$ cat config.mk
export PLATFORM = sky130hd
export DESIGN_NAME = alu_decoder_mc
export DESIGN_NICKNAME = d
export VERILOG_FILES = /design/src/rtl/alu_decoder_mc.sv
export SDC_FILE = /design/constraint.sdc
export NUM_CORES = 1
export LEC_CHECK = 0
export ABC_CLOCK_PERIOD_IN_PS = 7030
export CAP_MARGIN = 20
export CORE_MARGIN = 2
export CORE_UTILIZATION = 29
export DETAILED_ROUTE_END_ITERATION = 10
export GPL_ROUTABILITY_DRIVEN = 0
export PLACE_DENSITY = 0.54
export SYNTH_ARGS = -nofsm -noshare
export SYNTH_HDL_FRONTEND = slang
export SYNTH_SLANG_ARGS = --single-unit
$ cat constraint.sdc
create_clock -name clk -period 7.03 [get_ports clk]
set_input_delay 1.406 -clock clk [delete_from_list [all_inputs] [get_ports clk]]
set_output_delay 1.406 -clock clk [all_outputs]
set_load 0.01 [all_outputs]
$ cat src/rtl/alu_decoder_mc.sv
// ALU decoder with a multi-cycle sequencer around an iterative (1 bit/cycle) unsigned MUL/DIV unit.
// Optional macro MDU_EARLY_OUT_EN: MUL by zero and DIV by zero finish in the cycle after issue.
module alu_decoder_mc #(
  parameter int WIDTH  = 32,
  parameter int CTRL_W = 4
) (
  input  logic              clk,
  input  logic              rst_n,
  input  logic              issue,
  input  logic              alu_op,
  input  logic [5:0]        funct,
  input  logic [WIDTH-1:0]  src_a,
  input  logic [WIDTH-1:0]  src_b,
  output logic [CTRL_W-1:0] alu_control,
  output logic [1:0]        flag_w,
  output logic              stall,
  output logic              mdu_valid,
  output logic [WIDTH-1:0]  mdu_result,
  output logic              div_by_zero,
  output logic              illegal
);

  localparam int CNT_W = $clog2(WIDTH);
  localparam logic [CNT_W-1:0] CNT_LAST = CNT_W'(WIDTH - 1);

  localparam logic [CTRL_W-1:0] C_ADD = CTRL_W'(4'b0000);
  localparam logic [CTRL_W-1:0] C_SUB = CTRL_W'(4'b0001);
  localparam logic [CTRL_W-1:0] C_AND = CTRL_W'(4'b0011);
  localparam logic [CTRL_W-1:0] C_ORR = CTRL_W'(4'b0100);
  localparam logic [CTRL_W-1:0] C_MUL = CTRL_W'(4'b1010);
  localparam logic [CTRL_W-1:0] C_DIV = CTRL_W'(4'b1011);

  typedef enum logic [1:0] {IDLE = 2'd0, BUSY = 2'd1, DONE = 2'd2} state_t;

  state_t state, state_nx;

  logic [3:0]        cmd;
  logic              s_bit;
  logic [CTRL_W-1:0] dec_ctrl;
  logic [1:0]        dec_flag;
  logic              dec_known;
  logic              dec_mdu;
  logic              dec_div;
  logic              dec_go;
  logic              zero_op;

  logic [CNT_W-1:0]  cnt;
  logic [WIDTH-1:0]  a_q, b_q, acc;
  logic [WIDTH-1:0]  a_nx, b_nx, acc_nx;
  logic [WIDTH:0]    rem_sh;
  logic              div_q, s_q, dz_q;
  logic [CTRL_W-1:0] op_ctrl;

  logic unused_funct;
  assign unused_funct = &{1'b0, funct[5]};

  assign cmd   = funct[4:1];
  assign s_bit = funct[0];

  always_comb begin
    dec_ctrl  = C_ADD;
    dec_flag  = 2'b00;
    dec_known = 1'b1;
    dec_mdu   = 1'b0;
    dec_div   = 1'b0;
    case (cmd)
      4'b0100: begin dec_ctrl = C_ADD; dec_flag = s_bit ? 2'b11 : 2'b00; end
      4'b0010: begin dec_ctrl = C_SUB; dec_flag = s_bit ? 2'b11 : 2'b00; end
      4'b0000: begin dec_ctrl = C_AND; dec_flag = s_bit ? 2'b10 : 2'b00; end
      4'b1100: begin dec_ctrl = C_ORR; dec_flag = s_bit ? 2'b10 : 2'b00; end
      4'b1110: begin dec_ctrl = C_MUL; dec_flag = s_bit ? 2'b11 : 2'b00; dec_mdu = 1'b1; end
      4'b1111: begin
        dec_ctrl = C_DIV; dec_flag = s_bit ? 2'b11 : 2'b00; dec_mdu = 1'b1; dec_div = 1'b1;
      end
      default: dec_known = 1'b0;
    endcase
  end

  assign dec_go  = issue && alu_op && dec_mdu;
  assign zero_op = dec_div ? (src_b == '0) : ((src_a == '0) || (src_b == '0));
  assign op_ctrl = div_q ? C_DIV : C_MUL;

  // One iteration: MUL shifts multiplicand left / multiplier right and accumulates;
  // DIV shifts the dividend's MSB into the remainder and restores on underflow.
  assign rem_sh = {acc, a_q[WIDTH-1]};
  always_comb begin
    a_nx   = a_q;
    b_nx   = b_q;
    acc_nx = acc;
    if (div_q) begin
      if (rem_sh >= {1'b0, b_q}) begin
        acc_nx = WIDTH'(rem_sh - {1'b0, b_q});
        a_nx   = {a_q[WIDTH-2:0], 1'b1};
      end else begin
        acc_nx = rem_sh[WIDTH-1:0];
        a_nx   = {a_q[WIDTH-2:0], 1'b0};
      end
    end else begin
      acc_nx = acc + (b_q[0] ? a_q : '0);
      a_nx   = a_q << 1;
      b_nx   = b_q >> 1;
    end
  end

  always_ff @(posedge clk) begin
    if (!rst_n) state <= IDLE;
    else        state <= state_nx;
  end

  always_comb begin
    state_nx = state;
    case (state)
      IDLE: begin
        if (dec_go) begin
`ifdef MDU_EARLY_OUT_EN
          state_nx = zero_op ? DONE : BUSY;
`else
          state_nx = BUSY;
`endif
        end
      end
      BUSY:    if (cnt == CNT_LAST) state_nx = DONE;
      DONE:    state_nx = IDLE;
      default: state_nx = IDLE;
    endcase
  end

  always_ff @(posedge clk) begin
    if (!rst_n) begin
      cnt        <= '0;
      a_q        <= '0;
      b_q        <= '0;
      acc        <= '0;
      div_q      <= 1'b0;
      s_q        <= 1'b0;
      dz_q       <= 1'b0;
      mdu_result <= '0;
    end else begin
      case (state)
        IDLE: begin
          if (dec_go) begin
            a_q   <= src_a;
            b_q   <= src_b;
            acc   <= '0;
            cnt   <= '0;
            div_q <= dec_div;
            s_q   <= s_bit;
            dz_q  <= dec_div && (src_b == '0);
`ifdef MDU_EARLY_OUT_EN
            if (zero_op) mdu_result <= dec_div ? '1 : '0;
`endif
          end
        end
        BUSY: begin
          a_q <= a_nx;
          b_q <= b_nx;
          acc <= acc_nx;
          cnt <= cnt + 1'b1;
          if (cnt == CNT_LAST) mdu_result <= div_q ? a_nx : acc_nx;
        end
        default: ;
      endcase
    end
  end

  // Flag writes are deferred from the issue cycle to DONE so they line up with mdu_result.
  always_comb begin
    alu_control = C_ADD;
    flag_w      = 2'b00;
    stall       = 1'b0;
    mdu_valid   = 1'b0;
    div_by_zero = 1'b0;
    illegal     = 1'b0;
    case (state)
      IDLE: begin
        if (issue && alu_op) begin
          alu_control = dec_ctrl;
          illegal     = !dec_known;
          if (dec_mdu) stall = 1'b1;
          else         flag_w = dec_flag;
        end
      end
      BUSY: begin
        alu_control = op_ctrl;
        stall       = 1'b1;
      end
      DONE: begin
        alu_control = op_ctrl;
        flag_w      = s_q ? 2'b11 : 2'b00;
        mdu_valid   = 1'b1;
        div_by_zero = dz_q;
      end
      default: ;
    endcase
  end

  logic unused_zero;
  assign unused_zero = &{1'b0, zero_op};

endmodule
=== Yosys cells after proc, flatten, opt, wreduce, memory -nomap -nowiden ===
Index checks and enable logic that the tools add are counted.

* Register bits after elaboration: 138
* Input bits: 74
* Output and inout bits: 42
* Word-level logic and storage cells: 81

* $add $sub $neg: 3
* $lt $le $gt $ge: 1
* Equality and inequality tests: 11
* Mux-type cells: 39
* Reduce and logical (&&, ||, !) cells: 18

{| class="wikitable"
|+ Operators by type and width
! kind !! count
|-
| $mux 32 || 8
|-
| $pmux 32 s2 || 3
|-
| $ge 33x32->1 || 1
|-
| $add 32x32->32 || 1
|-
| $logic_not 32->1 || 1
|-
| $sub 32x32->32 || 1
|-
| $pmux 4 s5 || 1
|-
| $mux 2 || 7
|-
| $eq 4x4->1 const B || 3
|-
| $mux 1 || 12
|-
| $pmux 2 s2 || 3
|-
| $pmux 5 s2 || 1
|-
| $pmux 4 s2 || 1
|-
| $reduce_and 2->1 || 4
|-
| $ne 2x2->1 const B || 3
|-
| $reduce_or 2->1 || 3
|-
| $reduce_or 6->1 || 1
|-
| $add 5x1->5 const B || 1
|-
| $eq 5x5->1 const B || 1
|-
| $mux 5 || 1
|-
| $eq 4x2->1 const B || 1
|-
| $eq 4x3->1 const B || 1
|-
| $logic_not 4->1 || 1
|-
| $mux 4 || 1
|-
| 9 further kinds || 11
|}

=== Depth between registers and ports, before layout ===
Gate-level depths: netlist of run 1.

* Depth in word-level cells: 6
* Gate-level depth with buffers: 15
* Mapped depth without buffers: 14

=== Worst setup path before layout of run 1 ===
No wires, ideal clock.

* Path kind: in2out
* Start: input issue
* End: output alu_control[3]
* Arrival: 2.222 ns
* Required time: 5.624 ns
* Slack: 3.402 ns
* Cell stages on the path: 4
* Buffers on the path: 0
* Cells stage by stage: nand3_1 -> nor2_1 -> nor2_1 -> nor2_1

* Cells in the longest elaborated chain, start to end: 3

{| class="wikitable"
|+ Ends and longest elaborated chain
! item !! RTL line !! RTL
|-
| from (decl) || 9 || <nowiki>input logic issue,</nowiki>
|-
| $logic_and 1x1->1 || 176 || <nowiki>if (issue && alu_op) begin</nowiki>
|-
| $mux 4 || 176 ||
|-
| $pmux 4 s2 || 174 || <nowiki>case (state)</nowiki>
|-
| to (decl) || 14 || <nowiki>output logic [CTRL_W-1:0] alu_control,</nowiki>
|}

Every way passes these cells.

=== Worst setup path in the final report of run 1 ===
* Start: input funct[3]
* End: output alu_control[3]

* Cells in the longest elaborated chain, start to end: 4
* Elaborated cells between the ends (all ways): 8
* Those cells by class: eq/ne: 4; mux: 3; reduce/logical: 1

{| class="wikitable"
|+ Ends and longest elaborated chain
! item !! RTL line !! RTL
|-
| from (decl) || 11 || <nowiki>input logic [5:0] funct,</nowiki>
|-
| $eq 4x4->1 (tied with other cells) || 66 || <nowiki>case (cmd)</nowiki>
|-
| $pmux 4 s5 * || 66 ||
|-
| $mux 4 * || 176 ||
|-
| $pmux 4 s2 * || 174 ||
|}

Mark *: on every way between the ends. The rest lies on a longest branch, timed or not.

==> results by group, run 1 <==
Yosys
  – Number of synthesized register bits: approximately 140
  – Yosys warnings: 0
  – EDFF count, synth: 0
  – Post-synth cell types: just over 70
  – Sequential element share of the synthesized area: 0.275
  – Syn Std Cell Area: slightly above 10000 sq um
  – Post-Syn Instances: about 1300
  – Syn Nets: between 1000 and 1500
  – Synth Flop Type: dfxtp_1
  – Synthesized area per cell: approximately 8.0 sq um
  – Async SR Flop Fraction: 0

Detailed routing
  – Vias per cell: ~5.1
  – WL/cell: ~17 um
  – Post-DRT Antenna Nets: 0
  – Routed Wire Length: 30400 um
  – First-iteration detailed-routing DRC count: between 400 and 500
  – DRC Markers: 0
  – Vias: around 9200
  – First-pass iteration count of the detailed router: 4

Placed design
  – Placement Setup Slack: ~2.1 ns
  – Final HPWL DP: about 23000 um
  – IO Port Bufs: 114

Setup path
  – CP Data Arrival Time: 3.51 ns
  – Slowest cell on the critical path: clkdlybuf4s50_1
  – Cell Chain, Critical Path: clkdlybuf4s50_1 > nand3_1 > nor2_1 > nor2_1 > nor2_1 > clkdlybuf4s50_1
  – Worst path top cell family by delay: buffers and inverters
  – Cell with the most instances on the worst path: nor2_1
  – Max stage delay on crit path: 0.58 ns
  – Worst Setup End Kind: output port
  – Bufs and invs on worst path: 2
  – CP required: 5.62 ns
  – CP max FO: 8
  – CP startpoint kind: input pin
  – Setup CP Type: input pin to output port

Die
  – Die ar.: roughly 36000 sq um
  – Starting Density: 0.293
  – Die W: roughly 190 um
  – Site row count: 68
  – I/O Pins: 116
  – Chip height: 190 um
  – Core area: 34400 sq um

Final layout
  – Commonest non-fill, non-tap cell in the layout: nor2_1
  – # diodes: 0
  – Share of cells above drive strength 1: 0.0574
  – Area delta synth->final: 21.0%
  – Most frequent cells in the layout: nor2_1, dfxtp_1, clkdlybuf4s50_1
  – Nets@finish: roughly 1500

Timing
  – Setup TNS: 0 ns
  – Clk_skew: 0.0102 ns
  – Period Utilization, post-route: 0.700
  – Slew margin rel.: 0.281
  – Unrepaired setup endpoints after global routing: no
  – Hold Fails Final Rpt: 0
  – Final number of max-transition violations: 0
  – Max Fclk: about 200 MHz
  – WHS: around 0.47 ns
  – Minimum clock period: between 4 and 5 ns
  – Worst-Margin Slew: roughly 1.1 ns
  – Final worst slack: between 2 and 2.5 ns
  – # setup viols final: 0

Global route
  – Gr ovfl total: 0
  – M2 GR Usage: 0.304
  – First-pass GRT wire length: 48800 um
  – Most used routing layer: met2
  – Grt met3 use: 0.0261
  – GR Util met1: 0.216
  – Largest net degree at the start of global routing: 95
  – Initial antenna violation count: 0
  – Number of global-route vias before repair: about 9000
  – Tot GR Track Use: 0.170

Clock network
  – Clk_lat worst skew: between 0.4 and 0.5 ns
  – CTS tree: done
  – Clock Tree Buf Depth: 2
  – CTS buffer count: 17
  – Post-CTS Setup Bufs: 0
  – CTS root buf: clkbuf_16
  – Post_cts resized: 0
  – Clock Pin Slew Worst Setup and Hold Paths: around 0.060 ns
  – H-Tree Depth: 4
  – Clk sinks: between 100 and 150
  – CTS Hold Bufs: 0

Run status
  – Run status: completed

Power
  – Total chip power: ~1900 uW
  – Max VDD drop: between 0.00015 and 0.0002 V
  – Cell area power density: ~150 nW/um^2
  – Leak Pwr: ~0.0047 uW

Run
  – # Max-Cap Violations: 0

Worst hold path
  – Min-Delay Path Class: register to register
-- cells in the mapped netlist (15+ instances only) --
library cell / number / share of area
a211oi_1: 83 / 0.062
a21o_1: 53 / 0.040
a21oi_1: 109 / 0.054
and2_1: 41 / 0.026
clkbuf_1: 66 / 0.025
dfxtp_1: 138 / 0.27
ha_1: 70 / 0.087
inv_1: 46 / 0.017
mux2i_1: 80 / 0.080
nand2_1: 77 / 0.029
nand3_1: 15 / 0.0075
nor2_1: 151 / 0.056
nor3_1: 20 / 0.010
o211ai_1: 15 / 0.011
o21ai_0: 57 / 0.028
xnor2_1: 35 / 0.030
xor2_1: 21 / 0.018
-- worst reg2reg max path: stages (launching register included) --
cell      delay, ns
dfxtp_1        0.31
buf_4          0.31
ha_1           0.22
inv_1          0.07
fa_1           0.41
a21o_1         0.19
a21o_1         0.21
a2111o_1       0.47
a21boi_0       0.36
o31ai_1        0.25
a221o_1        0.40
a21oi_1        0.18
xnor2_1        0.17
mux2i_1        0.11
o21ai_1        0.13
-- power breakdown --
group          internal (uW)  switching, uW
Combinational           80.7           80.2
Sequential               784           1.99
Clock                    502            418
-- sequential cells by signal, summed over array words and instances, names as in the netlist --
signal / count
div_q: 1
mdu_result: 32
dz_q: 1
s_q: 1
a_q: 32
state: 2
cnt: 5
acc: 32
b_q: 32
-- stage by stage --
step	util	area [sq um]	cells
2_1_floorplan	-	10100	1260
3_3_place_gp	0.337	11600	1765
3_5_place_dp	0.337	11600	1765
4_1_cts	0.354	12200	1797
5_1_grt	0.354	12200	1797
6_report	0.354	12200	1797
-- worst paths after layout --
path,start,end,slack (ns),cells after the start
min reg2reg,mdu_result[31],mdu_result[31],0.47,2
max reg2reg,b_q[0],acc[28],3.18,14
max,funct[3],alu_control[3],2.11,6
min,mdu_result[31],mdu_result[31],0.47,2
-- cell families (layout without fill, tap and decap cells) --
group / count (synthesis) / in the layout / share of synthesized area
AOI/OAI and AO/OA: 400 / 400 / 0.266
xor gates and xnor gates: 56 / 56 / 0.0488
adders and majority gates: 72 / 72 / 0.0911
buffers and inverters: 123 / 205 / 0.0475
DFF: 138 / 138 / 0.275
muxes: 94 / 94 / 0.0953
and+or+nand+nor: 377 / 377 / 0.176
-- layout make-up --
type	count	area (sq um)
Clock buffer	17	425
Clock inverter	15	158
Fill cell	3679	22200
Inverter	47	176
Multi-Input combinational cell	999	6840
Sequential cell	138	2760
Tap cell	455	569
Timing Repair Buffer	126	1230
-- per-layer routing --
metal  routed length (um)  vias to the layer above  part of all wire
met1                14100                     4284              0.46
met5                    0                        -                 0
met3                  858                       16             0.028
met4                  262                        0            0.0086
met2                15200                      141              0.50
li1                     -                     4734                 -
(Power assumes the default switching activity.)
==> run 2: changes to the inputs <==
- ABC_CLOCK_PERIOD_IN_PS: 7030 -> 4000
- PLACE_DENSITY: 0.54 -> 0.55
- clock period: 7.03 -> 4 ns (I/O delays scaled with it)
==> run 2 against run 1 <==
Against the previous run:
- sequential share of layout area decreased by 0.36 points
- worst setup slack lost 1.8 ns
- via count grew 1.3%
- first-iteration DRC count is 24% higher
- die area unchanged
- critical path depth is 7 higher
- non-clock buffer count up 7
- clock skew up 0.0029 ns
- critical endpoint is now acc[28]
==> results by group, run 2 (same netlist as run 1, synthesis figures left out) <==
Die
  – Die ar.: 36200 sq um (unchanged)
  – Chip height: 190 um (unchanged)
  – Core area: 34400 sq um (unchanged)
  – Die W: 190 um (unchanged)
  – Site row count: 68 (unchanged)
  – Starting Density: 0.293 (unchanged)
  – I/O Pins: 116 (unchanged)

Timing
  – Unrepaired setup endpoints after global routing: no
  – Minimum clock period: about 3.7 ns
  – WHS: 0.462 ns (-0.00918 ns)
  – Final number of max-transition violations: 0 (unchanged)
  – # setup viols final: 0 (unchanged)
  – Max Fclk: around 270 MHz
  – Period Utilization, post-route: 0.928
  – Clk_skew: 0.0132 ns (+0.00291 ns)
  – Slew margin rel.: 0.287 (+0.00556)
  – Hold Fails Final Rpt: 0 (unchanged)
  – Worst-Margin Slew: 1.07 ns (-0.00834 ns)
  – Setup TNS: 0 ns (unchanged)

Clock network
  – CTS buffer count: 17 (unchanged)
  – Clk_lat worst skew: 0.44 ns (about the same)
  – Clk sinks: 138 (unchanged)
  – CTS root buf: clkbuf_16
  – CTS tree: done
  – CTS Hold Bufs: 0 (unchanged)
  – Clock Tree Buf Depth: 2 (unchanged)
  – Post_cts resized: 0 (unchanged)
  – H-Tree Depth: 4 (unchanged)
  – Post-CTS Setup Bufs: 0 (unchanged)
  – Clock Pin Slew Worst Setup and Hold Paths: 0.06 ns (about the same)

Final layout
  – Nets@finish: 1482 (+0.47%)
  – Final core utilization: 0.360 (+0.00564)
  – Number of fillers in the final layout: 3649 (-0.82%)
  – Commonest non-fill, non-tap cell in the layout: nor2_1
  – Most frequent cells in the layout: nor2_1, dfxtp_1, clkdlybuf4s50_1
  – Area delta synth->final: 22.9%
  – # diodes: 0 (unchanged)
  – Share of cells above drive strength 1: 0.0608 (+0.00345)

Worst hold path
  – Min-Delay Path Class: register to register

Global route
  – Initial antenna violation count: 0 (unchanged)
  – Number of global-route vias before repair: 9077 (+0.51%)
  – First-pass GRT wire length: 49100 um (+0.79%)
  – Tot GR Track Use: 0.172 (+0.00183)
  – Gr ovfl total: 0 (unchanged)
  – Largest net degree at the start of global routing: 95 (unchanged)

Detailed routing
  – Vias: 9292 (+1.3%)
  – First-iteration detailed-routing DRC count: 593 (+24%)
  – DRC Markers: 0 (unchanged)
  – Post-DRT Antenna Nets: 0 (unchanged)
  – First-pass iteration count of the detailed router: 5 (+1)
  – Routed Wire Length: 31100 um (+2.4%)
  – WL/cell: 17.3 um (+2.0%)
  – Vias per cell: 5.15 (+0.94%)

Setup path
  – Worst Setup End Kind: register
  – CP max FO: 5 (-3)
  – CP required: 4.36 ns (-1.26 ns)
  – Setup CP Type: register to register
  – CP startpoint kind: register
  – CP Data Arrival Time: 4.07 ns (+0.56 ns)

Placed design
  – IO Port Bufs: 114 (unchanged)
  – Final HPWL DP: 23300 um (+2.2%)

Power
  – Leak Pwr: 0.00483 uW (+1.8%)
  – Cell area power density: 287 nW/um^2 (+87%)
  – Max VDD drop: 0.000285 V (+56%)

Run
  – # Max-Cap Violations: 0 (unchanged)

Run status
  – Run status: completed
## run 2: changes by cell type in the layout (fill, tap and decap cells not counted), sizes merged
cell | before | now
clkinv | 5 | 4
bufinv | 1 | 6
clkbuf | 17 | 20
buf | 12 | 19
inv | 54 | 46
## run 2: critical path, cell delays in order (launching register included)
cell and delay [ns]:
dfxtp_1 0.43, ha_1 0.21, inv_1 0.08, fa_1 0.41, a21o_1 0.18, a21o_1 0.21
a2111o_1 0.48, a21boi_0 0.37, o31ai_1 0.27, a221o_1 0.41, a21oi_1 0.18, xnor2_1 0.18
mux2i_1 0.11, o21ai_1 0.13
## run 2: cell type report
type	count	area (sq um)	share of cell area
clock buffer	20	457	0.0370
clock inverter	11	218	0.0176
inverter	47	176	0.0143
multi-input combinational	999	6840	0.554
sequential	138	2760	0.224
tap	455	569	0.0461
timing repair buffer	133	1330	0.108
## run 2: layer usage
layer,up-vias,wire (um),GRT usage
met1,4334,14500,0.224
met4,0,401,0.0426
met3,25,1040,0.0265
met2,181,15200,0.297
met5,-,0,0
li1,4752,-,-
## run 2: per-stage QoR
stage	setup WS, ns	total power (uW)	std cells	instance area, sq um
detailed placement	0.319	1700	1772	11700
floorplan	0.789	1570	1260	10100
global route	0.0310	3660	1803	12400
CTS	0.274	3570	1803	12400
global placement	0.340	1700	1772	11700
finish	0.289	3540	1803	12400
## run 2: path summary, 6_finish.rpt
kind	start	to	slack, ns	cells past startpoint
worst max-delay path	b_q[0]	acc[28]	0.29	13
worst min-delay path	mdu_result[31]	mdu_result[31]	0.46	2
worst max register to register	b_q[0]	acc[28]	0.29	13
worst min register to register	mdu_result[31]	mdu_result[31]	0.46	2
## run 2: power by group
group          leakage, uW  internal [uW]  switching, uW
clock             0.000322           1200            670
sequential         0.00111           1380           3.85
combinational      0.00340            144            145
==> run 3: changes to the inputs <==
==> constraint.sdc (replaced) <==
create_clock -name clk -period 4 [get_ports clk]
set_input_delay 1.2 -clock clk [delete_from_list [all_inputs] [get_ports clk]]
set_output_delay 1.2 -clock clk [all_outputs]
set_load 0.01 [all_outputs]
==> run 3 against run 2 <==
Against the previous run:
- first-iteration DRC count down 22%
- utilization up 0.18 points
- maximum frequency down 4.7%
- wire length down 1.3%
- clock-buffer cell count down 3
- worst setup slack worse by 0.18 ns
- clock power down 4%
- register-to-register slack better by 0.08 ns
- critical endpoint is now stall
- largest power group unchanged
- highest routed layer unchanged
==> results by group, run 3 (same netlist as run 1, synthesis figures left out) <==
Run status
  – Run status: completed

Timing
  – Clk_skew: 0.00974 ns (-0.00341 ns)
  – Slew margin rel.: 0.298 (+0.0112)
  – WHS: 0.468 ns (+0.00629 ns)
  – Final number of max-transition violations: 0 (unchanged)
  – Period Utilization, post-route: 0.973 (+0.0456)
  – Setup TNS: 0 ns (unchanged)
  – Unrepaired setup endpoints after global routing: no
  – Worst-Margin Slew: 1.05 ns (-0.0169 ns)
  – Minimum clock period: 3.89 ns (+0.182 ns)
  – Max Fclk: 257 MHz (-4.7%)
  – # setup viols final: 0 (unchanged)
  – Hold Fails Final Rpt: 0 (unchanged)

Die
  – Die W: 190 um (unchanged)
  – I/O Pins: 116 (unchanged)
  – Chip height: 190 um (unchanged)
  – Site row count: 68 (unchanged)
  – Core area: 34400 sq um (unchanged)
  – Die ar.: 36200 sq um (unchanged)
  – Starting Density: 0.293 (unchanged)

Detailed routing
  – Top Layer Used: met4
  – WL/cell: 16.9 um (-1.9%)
  – DRC Markers: 0 (unchanged)
  – Vias: 9334 (+0.45%)
  – Routed Wire Length: 30700 um (-1.3%)
  – Wl on met1: 13800 um (-4.7%)
  – Met3 wire len: 1030 um (-1.1%)
  – First-iteration detailed-routing DRC count: 465 (-22%)
  – Vias per cell: 5.15 (-0.16%)
  – First-pass iteration count of the detailed router: 5 (unchanged)
  – Post-DRT Antenna Nets: 0 (unchanged)
  – Met2 Routed Length: 15400 um (+1.3%)

Setup path
  – Setup CP Type: input pin to output port
  – FF-to-FF path depth: 14 (+1)
  – CP required: 2.80 ns (-1.56 ns)
  – CP startpoint kind: input pin
  – Reg-to-reg setup timing slack: 0.37 ns (+0.08 ns)
  – Worst Setup End Kind: output port
  – CP max FO: 5 (unchanged)
  – CP Data Arrival Time: 2.69 ns (-1.38 ns)

Placed design
  – Cell count after placement: 1783 (+0.62%)
  – IO Port Bufs: 114 (unchanged)
  – Final HPWL DP: 23200 um (-0.45%)

Worst hold path
  – Hold Path Depth: 2 (unchanged)
  – Min-Delay Path Class: register to register

Power
  – Leak Pwr: 0.00495 uW (+2.4%)
  – Max VDD drop: 0.000332 V (+16%)
  – Cell area power density: 279 nW/um^2 (-2.6%)
  – Total chip power: 3470 uW (-2.1%)

Clock network
  – CTS buffer count: 17 (unchanged)
  – H-Tree Depth: 4 (unchanged)
  – Clock Pin Slew Worst Setup and Hold Paths: 0.06 ns (about the same)
  – Clk sinks: 138 (unchanged)
  – Clk_lat worst skew: 0.44 ns (about the same)
  – CTS root buf: clkbuf_16
  – CTS tree: done
  – Clock Tree Buf Depth: 2 (unchanged)

Final layout
  – Final core utilization: 0.361 (+0.00178)
  – Most frequent cells in the layout: nor2_1, dfxtp_1, a21oi_1
  – # diodes: 0 (unchanged)
  – Post-Layout Cell Count: 1814 (+0.61%)
  – Nets@finish: 1493 (+0.74%)
  – Share of cells above drive strength 1: 0.0714 (+0.0105)
  – Area delta synth->final: 23.5%
  – Commonest non-fill, non-tap cell in the layout: nor2_1

Global route
  – Tot GR Track Use: 0.170 (-0.00239)
  – First-pass GRT wire length: 48600 um (-1.1%)
  – Initial antenna violation count: 0 (unchanged)
  – Gr ovfl total: 0 (unchanged)
  – Largest net degree at the start of global routing: 95 (unchanged)
  – Number of global-route vias before repair: 9121 (+0.48%)

Run
  – # Max-Cap Violations: 0 (unchanged)
-- run 3: cell count changes in the layout (fill, tap and decap cells not counted), sizes merged, moves of 2 or more --
cell / delta
buf: +11
clkdlybuf4s50: -9
dlygate4sd2: +5
dlymetal6s2s: +4
clkbuf: -3
inv: +2
-- run 3: area by class of cell --
class	instances	area (sq um)
fill	3625	22000
multi-input combinational	999	6860
sequential	138	2760
timing repair buffer	144	1410
tap	455	569
clock buffer	17	425
clock inverter	14	221
inverter	47	176
-- run 3: routing by layer --
metal | up-vias | GRT usage
li1 | 4772 | -
met1 | 4357 | 0.214
met2 | 169 | 0.297
met3 | 36 | 0.0269
met4 | 0 | 0.0519
met5 | - | 0
-- run 3: through the flow --
| step | setup slack [ns] | cell area, sq um |
|---|---|---|
| 2_1_floorplan | 0.784 | 10100 |
| 3_3_place_gp | -0.0638 | 11800 |
| 3_5_place_dp | -0.0735 | 11800 |
| 4_1_cts | -0.0140 | 12400 |
| 5_1_grt | 0.0402 | 12400 |
| 6_report | 0.107 | 12400 |
-- run 3: what timing repair did --
item | CTS | global route
resized for setup | 6 | 7
hold buffers | 0 | 0
setup buffers | 0 | 0
endpoints found under the setup margin | 8 | 4
-- run 3: critical path, cell delays in order --
cell             delay (ns)
clkdlybuf4s50_1        0.56
nand3_2                0.15
o21ai_1                0.21
clkdlybuf4s50_1        0.57
-- run 3: power by group --
group	internal (uW)	switching (uW)	total (uW)
registers	1380	3.83	1380
logic	147	142	289
clock network	1110	690	1800
-- run 3: path summary, 6_finish.rpt --
kind	end	from
setup / recovery	stall	funct[4]
hold / removal	mdu_result[0]	mdu_result[0]
setup reg to reg	mdu_result[28]	b_q[0]
hold reg to reg	mdu_result[0]	mdu_result[0]
